$ cat src/rtl/fp_pkg.sv
// Shared single-precision float definitions for the FP arithmetic unit.
// Holds the field widths, divider FSM states and field-extract helpers.
package fp_pkg;

  localparam int EXP_W = 8;
  localparam int MAN_W = 23;
  localparam int BIAS  = 127;
  localparam logic [EXP_W-1:0] EXP_INF = 8'hFF;

  // Quotient register width: integer bit, 23 fraction bits, one extra for the q[24]=0 case
  localparam int Q_W = MAN_W + 2;

  typedef enum logic [1:0] {
    ST_IDLE,
    ST_DIVIDE,
    ST_NORM,
    ST_DONE
  } div_state_e;

  function automatic logic fp_sign(input logic [31:0] x);
    return x[31];
  endfunction

  function automatic logic [EXP_W-1:0] fp_exp(input logic [31:0] x);
    return x[30:23];
  endfunction

  function automatic logic [MAN_W-1:0] fp_man(input logic [31:0] x);
    return x[22:0];
  endfunction

endpackage

$ cat src/rtl/fp_div_mant_iter.sv
// Restoring mantissa divider: one quotient bit per step over Q_W steps.
// load seeds rem/div from the hidden-1 mantissas; last flags the final step.
module fp_div_mant_iter
  import fp_pkg::*;
(
  input  logic             clk,
  input  logic             rst,
  input  logic             load,
  input  logic             step,
  input  logic [MAN_W-1:0] man_a,
  input  logic [MAN_W-1:0] man_b,
  output logic [Q_W-1:0]   q,
  output logic             last
);

  logic [Q_W-1:0] rem_q, rem_d;
  logic [Q_W-1:0] div_q, div_d;
  logic [Q_W-1:0] q_q, q_d;
  logic [4:0]     count_q, count_d;

  // rem stays below 2*div, so the shifted remainder always fits in Q_W bits
  always_comb begin
    rem_d   = rem_q;
    div_d   = div_q;
    q_d     = q_q;
    count_d = count_q;
    if (load) begin
      rem_d   = {2'b01, man_a};
      div_d   = {2'b01, man_b};
      q_d     = '0;
      count_d = '0;
    end else if (step) begin
      if (rem_q >= div_q) begin
        q_d   = {q_q[Q_W-2:0], 1'b1};
        rem_d = (rem_q - div_q) << 1;
      end else begin
        q_d   = {q_q[Q_W-2:0], 1'b0};
        rem_d = rem_q << 1;
      end
      count_d = count_q + 5'd1;
    end
  end

  always_ff @(posedge clk) begin
    if (rst) begin
      rem_q   <= '0;
      div_q   <= '0;
      q_q     <= '0;
      count_q <= '0;
    end else begin
      rem_q   <= rem_d;
      div_q   <= div_d;
      q_q     <= q_d;
      count_q <= count_d;
    end
  end

  assign q    = q_q;
  assign last = (count_q == 5'(Q_W - 1));

endmodule

$ cat src/rtl/fp_divider_seq.sv
// Sequential single-precision divider with start/busy/done handshake.
// Fixed 26-cycle latency; specials resolved in NORM alongside the normal result.
module fp_divider_seq
  import fp_pkg::*;
(
  input  logic        clk,
  input  logic        rst,
  input  logic        start,
  input  logic [31:0] a,
  input  logic [31:0] b,
  output logic        busy,
  output logic        done,
  output logic [31:0] ans,
  output logic        overflow,
  output logic        underflow,
  output logic        div_by_zero
);

  localparam logic signed [9:0] BIAS_E = 10'(BIAS);

  div_state_e state_q, state_d;
  logic accept, load, step, last;
  logic [Q_W-1:0] q;

  logic             sign_q, sign_d;
  logic [EXP_W-1:0] exp_a_q, exp_a_d, exp_b_q, exp_b_d;
  logic [31:0]      ans_q, ans_d;
  logic             ovf_q, ovf_d, unf_q, unf_d, dbz_q, dbz_d;

  logic signed [9:0] e_raw, e_norm;
  logic [MAN_W-1:0]  mant;

  fp_div_mant_iter u_iter (
    .clk   (clk),
    .rst   (rst),
    .load  (load),
    .step  (step),
    .man_a (fp_man(a)),
    .man_b (fp_man(b)),
    .q     (q),
    .last  (last)
  );

  always_ff @(posedge clk) begin
    if (rst) state_q <= ST_IDLE;
    else     state_q <= state_d;
  end

  always_comb begin
    state_d = state_q;
    case (state_q)
      ST_IDLE:   if (start) state_d = ST_DIVIDE;
      ST_DIVIDE: if (last)  state_d = ST_NORM;
      ST_NORM:   state_d = ST_DONE;
      ST_DONE:   state_d = ST_IDLE;
      default:   state_d = ST_IDLE;
    endcase
  end

  always_comb begin
    accept = (state_q == ST_IDLE) && start;
    load   = accept;
    step   = (state_q == ST_DIVIDE);
    busy   = (state_q != ST_IDLE);
    done   = (state_q == ST_DONE);
  end

  // Exponent is kept 10-bit signed so out-of-range results are never wrapped
  always_comb begin
    e_raw  = $signed({2'b00, exp_a_q}) - $signed({2'b00, exp_b_q}) + BIAS_E;
    e_norm = q[Q_W-1] ? e_raw : e_raw - 10'sd1;
    mant   = q[Q_W-1] ? q[Q_W-2:1] : q[Q_W-3:0];
  end

  always_comb begin
    sign_d  = sign_q;
    exp_a_d = exp_a_q;
    exp_b_d = exp_b_q;
    ans_d   = ans_q;
    ovf_d   = ovf_q;
    unf_d   = unf_q;
    dbz_d   = dbz_q;
    if (accept) begin
      sign_d  = fp_sign(a) ^ fp_sign(b);
      exp_a_d = fp_exp(a);
      exp_b_d = fp_exp(b);
      ovf_d   = 1'b0;
      unf_d   = 1'b0;
      dbz_d   = 1'b0;
    end else if (state_q == ST_NORM) begin
      if (exp_b_q == '0 && exp_a_q == '0) begin
        ans_d = {sign_q, 8'h00, 23'd0};
      end else if (exp_b_q == '0) begin
        ans_d = {sign_q, EXP_INF, 23'd0};
        dbz_d = 1'b1;
      end else if (exp_a_q == '0 || exp_b_q == EXP_INF) begin
        ans_d = {sign_q, 8'h00, 23'd0};
      end else if (exp_a_q == EXP_INF) begin
        ans_d = {sign_q, EXP_INF, 23'd0};
        ovf_d = 1'b1;
      end else if (e_norm >= 10'sd255) begin
        ans_d = {sign_q, EXP_INF, 23'd0};
        ovf_d = 1'b1;
      end else if (e_norm <= 10'sd0) begin
        ans_d = {sign_q, 8'h00, 23'd0};
        unf_d = 1'b1;
      end else begin
        ans_d = {sign_q, e_norm[7:0], mant};
      end
    end
  end

  always_ff @(posedge clk) begin
    if (rst) begin
      sign_q  <= 1'b0;
      exp_a_q <= '0;
      exp_b_q <= '0;
      ans_q   <= '0;
      ovf_q   <= 1'b0;
      unf_q   <= 1'b0;
      dbz_q   <= 1'b0;
    end else begin
      sign_q  <= sign_d;
      exp_a_q <= exp_a_d;
      exp_b_q <= exp_b_d;
      ans_q   <= ans_d;
      ovf_q   <= ovf_d;
      unf_q   <= unf_d;
      dbz_q   <= dbz_d;
    end
  end

  assign ans         = ans_q;
  assign overflow    = ovf_q;
  assign underflow   = unf_q;
  assign div_by_zero = dbz_q;

endmodule

$ cat config.mk
export PLATFORM = sky130hd
export DESIGN_NAME = fp_divider_seq
export DESIGN_NICKNAME = d
export VERILOG_FILES = /design/src/rtl/fp_pkg.sv /design/src/rtl/fp_div_mant_iter.sv /design/src/rtl/fp_divider_seq.sv
export SDC_FILE = /design/constraint.sdc
export NUM_CORES = 1
export LEC_CHECK = 0
export BUFFER_PORTS_ARGS = -buffer_cell sky130_fd_sc_hd__buf_2
export CAP_MARGIN = 10
export CORE_MARGIN = 2
export CORE_UTILIZATION = 30
export CTS_CLUSTER_DIAMETER = 40
export DETAILED_ROUTE_END_ITERATION = 16
export SLEW_MARGIN = 30
export SYNTH_ARGS = -nofsm -noshare
export SYNTH_HDL_FRONTEND = slang
export SYNTH_HIERARCHICAL = 1
export SYNTH_SLANG_ARGS = --single-unit
$ cat constraint.sdc
create_clock -name clk -period 4.5 [get_ports clk]
set_clock_uncertainty 0.15 [all_clocks]
set_input_delay 0.45 -clock clk [delete_from_list [all_inputs] [get_ports clk]]
set_output_delay 0.45 -clock clk [all_outputs]
set_load 0.05 [all_outputs]
==> summary.txt <==
Global route
  • Largest net degree at the start of global routing: 37
  • Remaining Overflow, GRT: 0
  • Antenna violations before repair: 0
  • First-pass GRT wire length: 33500 µm
  • Vias in the first global route: 6652
  • GRT Total Usage: 0.154

Clocking
  • CTS Buf Count: 17
  • Maximum clock path buffer count: 2
  • CTS tree: done
  • Worst-skew pair later-pin latency: 420 ps
  • Worst-path clk slew: 60 ps
  • Resize count post-CTS: 0
  • CTS Hold Bufs: 0
  • CTS root buf: clkbuf_16
  • Clock sink count: 133
  • CTS H-tree depth: 4
  • Setup Buffers After CTS: 0

Setup path
  • WP data required: 4650 ps
  • Worst r2r src: exp_a_q[0]$_SDFFE_PP0P_
  • Startpoint Class: flop
  • Critical Path End Type: flop
  • Crit Path Max Fanout: 23
  • Crit Path Category: reg -> reg
  • Slowest Stage Delay on Critical Path: 460 ps
  • Top cell by count, worst path: inv_1
  • CP Cell Sequence: inv_1 -> ha_1 -> inv_1 -> fa_1 -> inv_1 -> ha_1 -> xnor3_1 -> and3_1 -> nor2_1 -> nor3_2 -> mux2i_1 -> mux2_2 -> o311ai_1 -> a2111o_1 -> buf_4 -> o21ai_1
  • WP data arrival: 4220 ps
  • Slowest CP cell: fa_1
  • Crit path from: exp_a_q[0]$_SDFFE_PP0P_

Route
  • Post-DRT Antenna Nets: 0
  • DR iter-0 viols: 408
  • Detailed Routing Iterations Pass 1: 6
  • Via count of the routed design: 6813
  • WL final: 20200 µm
  • Routed vias/inst: 4.95
  • Drt wl/cell: 14.7 µm
  • DRC violations left: 0

Synth
  • Async S/R FF share, synth: 0
  • Syn nets: 1050
  • Area contributors post-synth: dfxtp_1 34%, mux2i_1 10%, ha_1 6.6%, nand2_1 5.4%, nor2_1 4.2%
  • Cell taking the most area after synthesis: dfxtp_1
  • Number of synthesized flops with an enable pin: 0
  • Multiplexer area fraction after synthesis: 0.105
  • Synth Area in Compound Gates: 0.197
  • Syn Inst Count: 940
  • Largest family of logic cells by synthesized area: compound AO/OA/AOI/OAI gates
  • Yosys top cell area share: 0.340
  • FF+latch count, synth: 133
  • Simple-Gate Fraction of Synth Area: 0.182
  • Netlist cell types: 79
  • Sequential fraction of the synthesis area: 0.340
  • Syn. warnings: 6
  • Mean Syn Cell Area: 8.32 µm²
  • Synthesized cell area: 7820 µm²
  • Post-synthesis adder-cell area fraction: 0.0707
  • Synth Area in XOR/XNOR: 0.0513
  • Top FF cell, synth: dfxtp_1

Die
  • Row count: 59
  • Die height: 165 µm
  • # IOs: 104
  • Chip Width: 165 µm
  • Die area: 27400 µm²
  • Core Area: 25800 µm²
  • Starting Density: 0.303

Power
  • Internal power: 0.00429 W
  • Sw frac: 0.466
  • Comb power frac: 0.621
  • Switch Pwr: 0.00374 W
  • Leak Pwr: 3.79 nW
  • Total power per unit cell area: 867 nW/µm²
  • Sequential share of power: 0.197
  • Clk pwr share: 0.182
  • Worst VDD drop: 454 µV

Min path
  • Worst hold start: a[9]
  • Worst hold path class: in -> reg

Run
  • Max_cap viols: 0

Layout
  • # diodes: 0
  • Design Area, Final: 9260 µm²
  • Layout cells sized above 1: 0.164
  • Most common cell after layout, fill and taps aside: dfxtp_1
  • Filler cells: 2689
  • Most frequent cells in the layout: 133 x dfxtp_1, 112 x nand2_1, 103 x buf_2, 87 x nor2_1, 80 x mux2i_1
  • Area delta synth->final: 18.4%
  • Fin nets: 1139
  • Fin util: 0.359

Timing
  • Slew @ Worst Pin: 921 ps
  • Fin Setup TNS: 0 ps
  • Final Setup Violations: 0
  • Max Slew Vio Count: 0
  • Final Cycle Share: 0.902
  • Max Fclk: 246 MHz
  • Relative slew slack: 0.384
  • RSZ-0062 raised after global routing: false
  • Clock period minus worst slack: 4060 ps
  • Final Hold Viols: 0

Placement
  • Post-place instance area: 8650 µm²
  • PortBufs: 103
  • DPL Wire Length: 14600 µm
  • Gpl congestion: 0.872

Status
  • Status: completed
-- kinds of logic (layout without fill, tap and decap cells) --
family | count (synthesis) | count (layout)
compound gates | 232 | 232
mux | 82 | 82
simple gates | 307 | 307
flops | 133 | 133
xor+xnor | 40 | 40
fa+ha+maj | 43 | 43
buf+inv | 103 | 204
-- final cells by class --
cell class              count  area (µm²)  share of cell area
clock buffers              18         439              0.0474
clock inverters            13         169              0.0182
inverters                  57         214              0.0231
multi-input cells         704        4750               0.512
flip-flops and latches    133        2660               0.287
well taps                 335         419              0.0452
repair buffers            116         613              0.0662
-- synth_stat cells (14+ instances only) --
cell	n
o21ai_1	26
mux2i_1	80
nand2_1	112
inv_1	57
nor2b_1	15
nor2_1	87
dfxtp_1	133
xor2_1	14
xnor2_1	21
clkbuf_1	28
o21ai_0	39
a21oi_1	59
nand3_1	21
ha_1	41
-- metal layers --
| layer | global-route usage | share of wire | vias to the layer above |
|---|---|---|---|
| li1 | - | - | 3498 |
| met1 | 0.196 | 0.47 | 3134 |
| met2 | 0.261 | 0.47 | 160 |
| met3 | 0.0335 | 0.046 | 21 |
| met4 | 0.0443 | 0.013 | 0 |
| met5 | 0 | 0 | - |
-- power groups by stage --
stage	clock (W)	combinational, W	sequential, W
after floorplan	0	0.00389	0.00164
after global placement	0	0.00489	0.00160
after detailed placement	0	0.00492	0.00160
after CTS	0.00151	0.00497	0.00158
after global routing	0.00156	0.00552	0.00161
final	0.00147	0.00499	0.00158
-- final timing paths --
kind                            depth (start not counted)  slack (ps)                      endpoint
worst max-delay path                                   16         440          ans[16]$_SDFFE_PP0P_
worst min-delay path                                    3          80  u_iter/rem_q[9]$_SDFFE_PP0P_
worst max register to register                         16         440          ans[16]$_SDFFE_PP0P_
worst min register to register                          2         300           ans[5]$_SDFFE_PP0P_
-- state kept, by name, summed over array words and instances (netlist names) --
signal,cells
state_q,2
u_iter/rem_q,25
ans,32
underflow,1
div_by_zero,1
exp_a_q,8
exp_b_q,8
u_iter/q,25
sign_q,1
u_iter/div_q,24
u_iter/count_q,5
overflow,1
-- stage by stage --
stage | power (W) | hold slack [ps] | setup WS (ps) | instances
2_1_floorplan | 0.00553 | 284 | 701 | 940
3_3_place_gp | 0.00649 | 284 | 431 | 1345
3_5_place_dp | 0.00652 | 291 | 337 | 1345
4_1_cts | 0.00805 | 61.2 | 293 | 1376
5_1_grt | 0.00870 | 85.3 | 125 | 1376
6_report | 0.00803 | 82.5 | 439 | 1376
-- critical path, delay by kind of cell, from the launching register on --
| kind | cells | cell delay, ps |
|---|---|---|
| muxes | 2 | 400 |
| adders and majority gates | 3 | 950 |
| and+or+nand+nor | 3 | 530 |
| buffers and inverters | 4 | 490 |
| xor gates and xnor gates | 1 | 440 |
| DFF | 1 | 370 |
| AOI/OAI and AO/OA | 3 | 620 |
(Power assumes the default switching activity.)
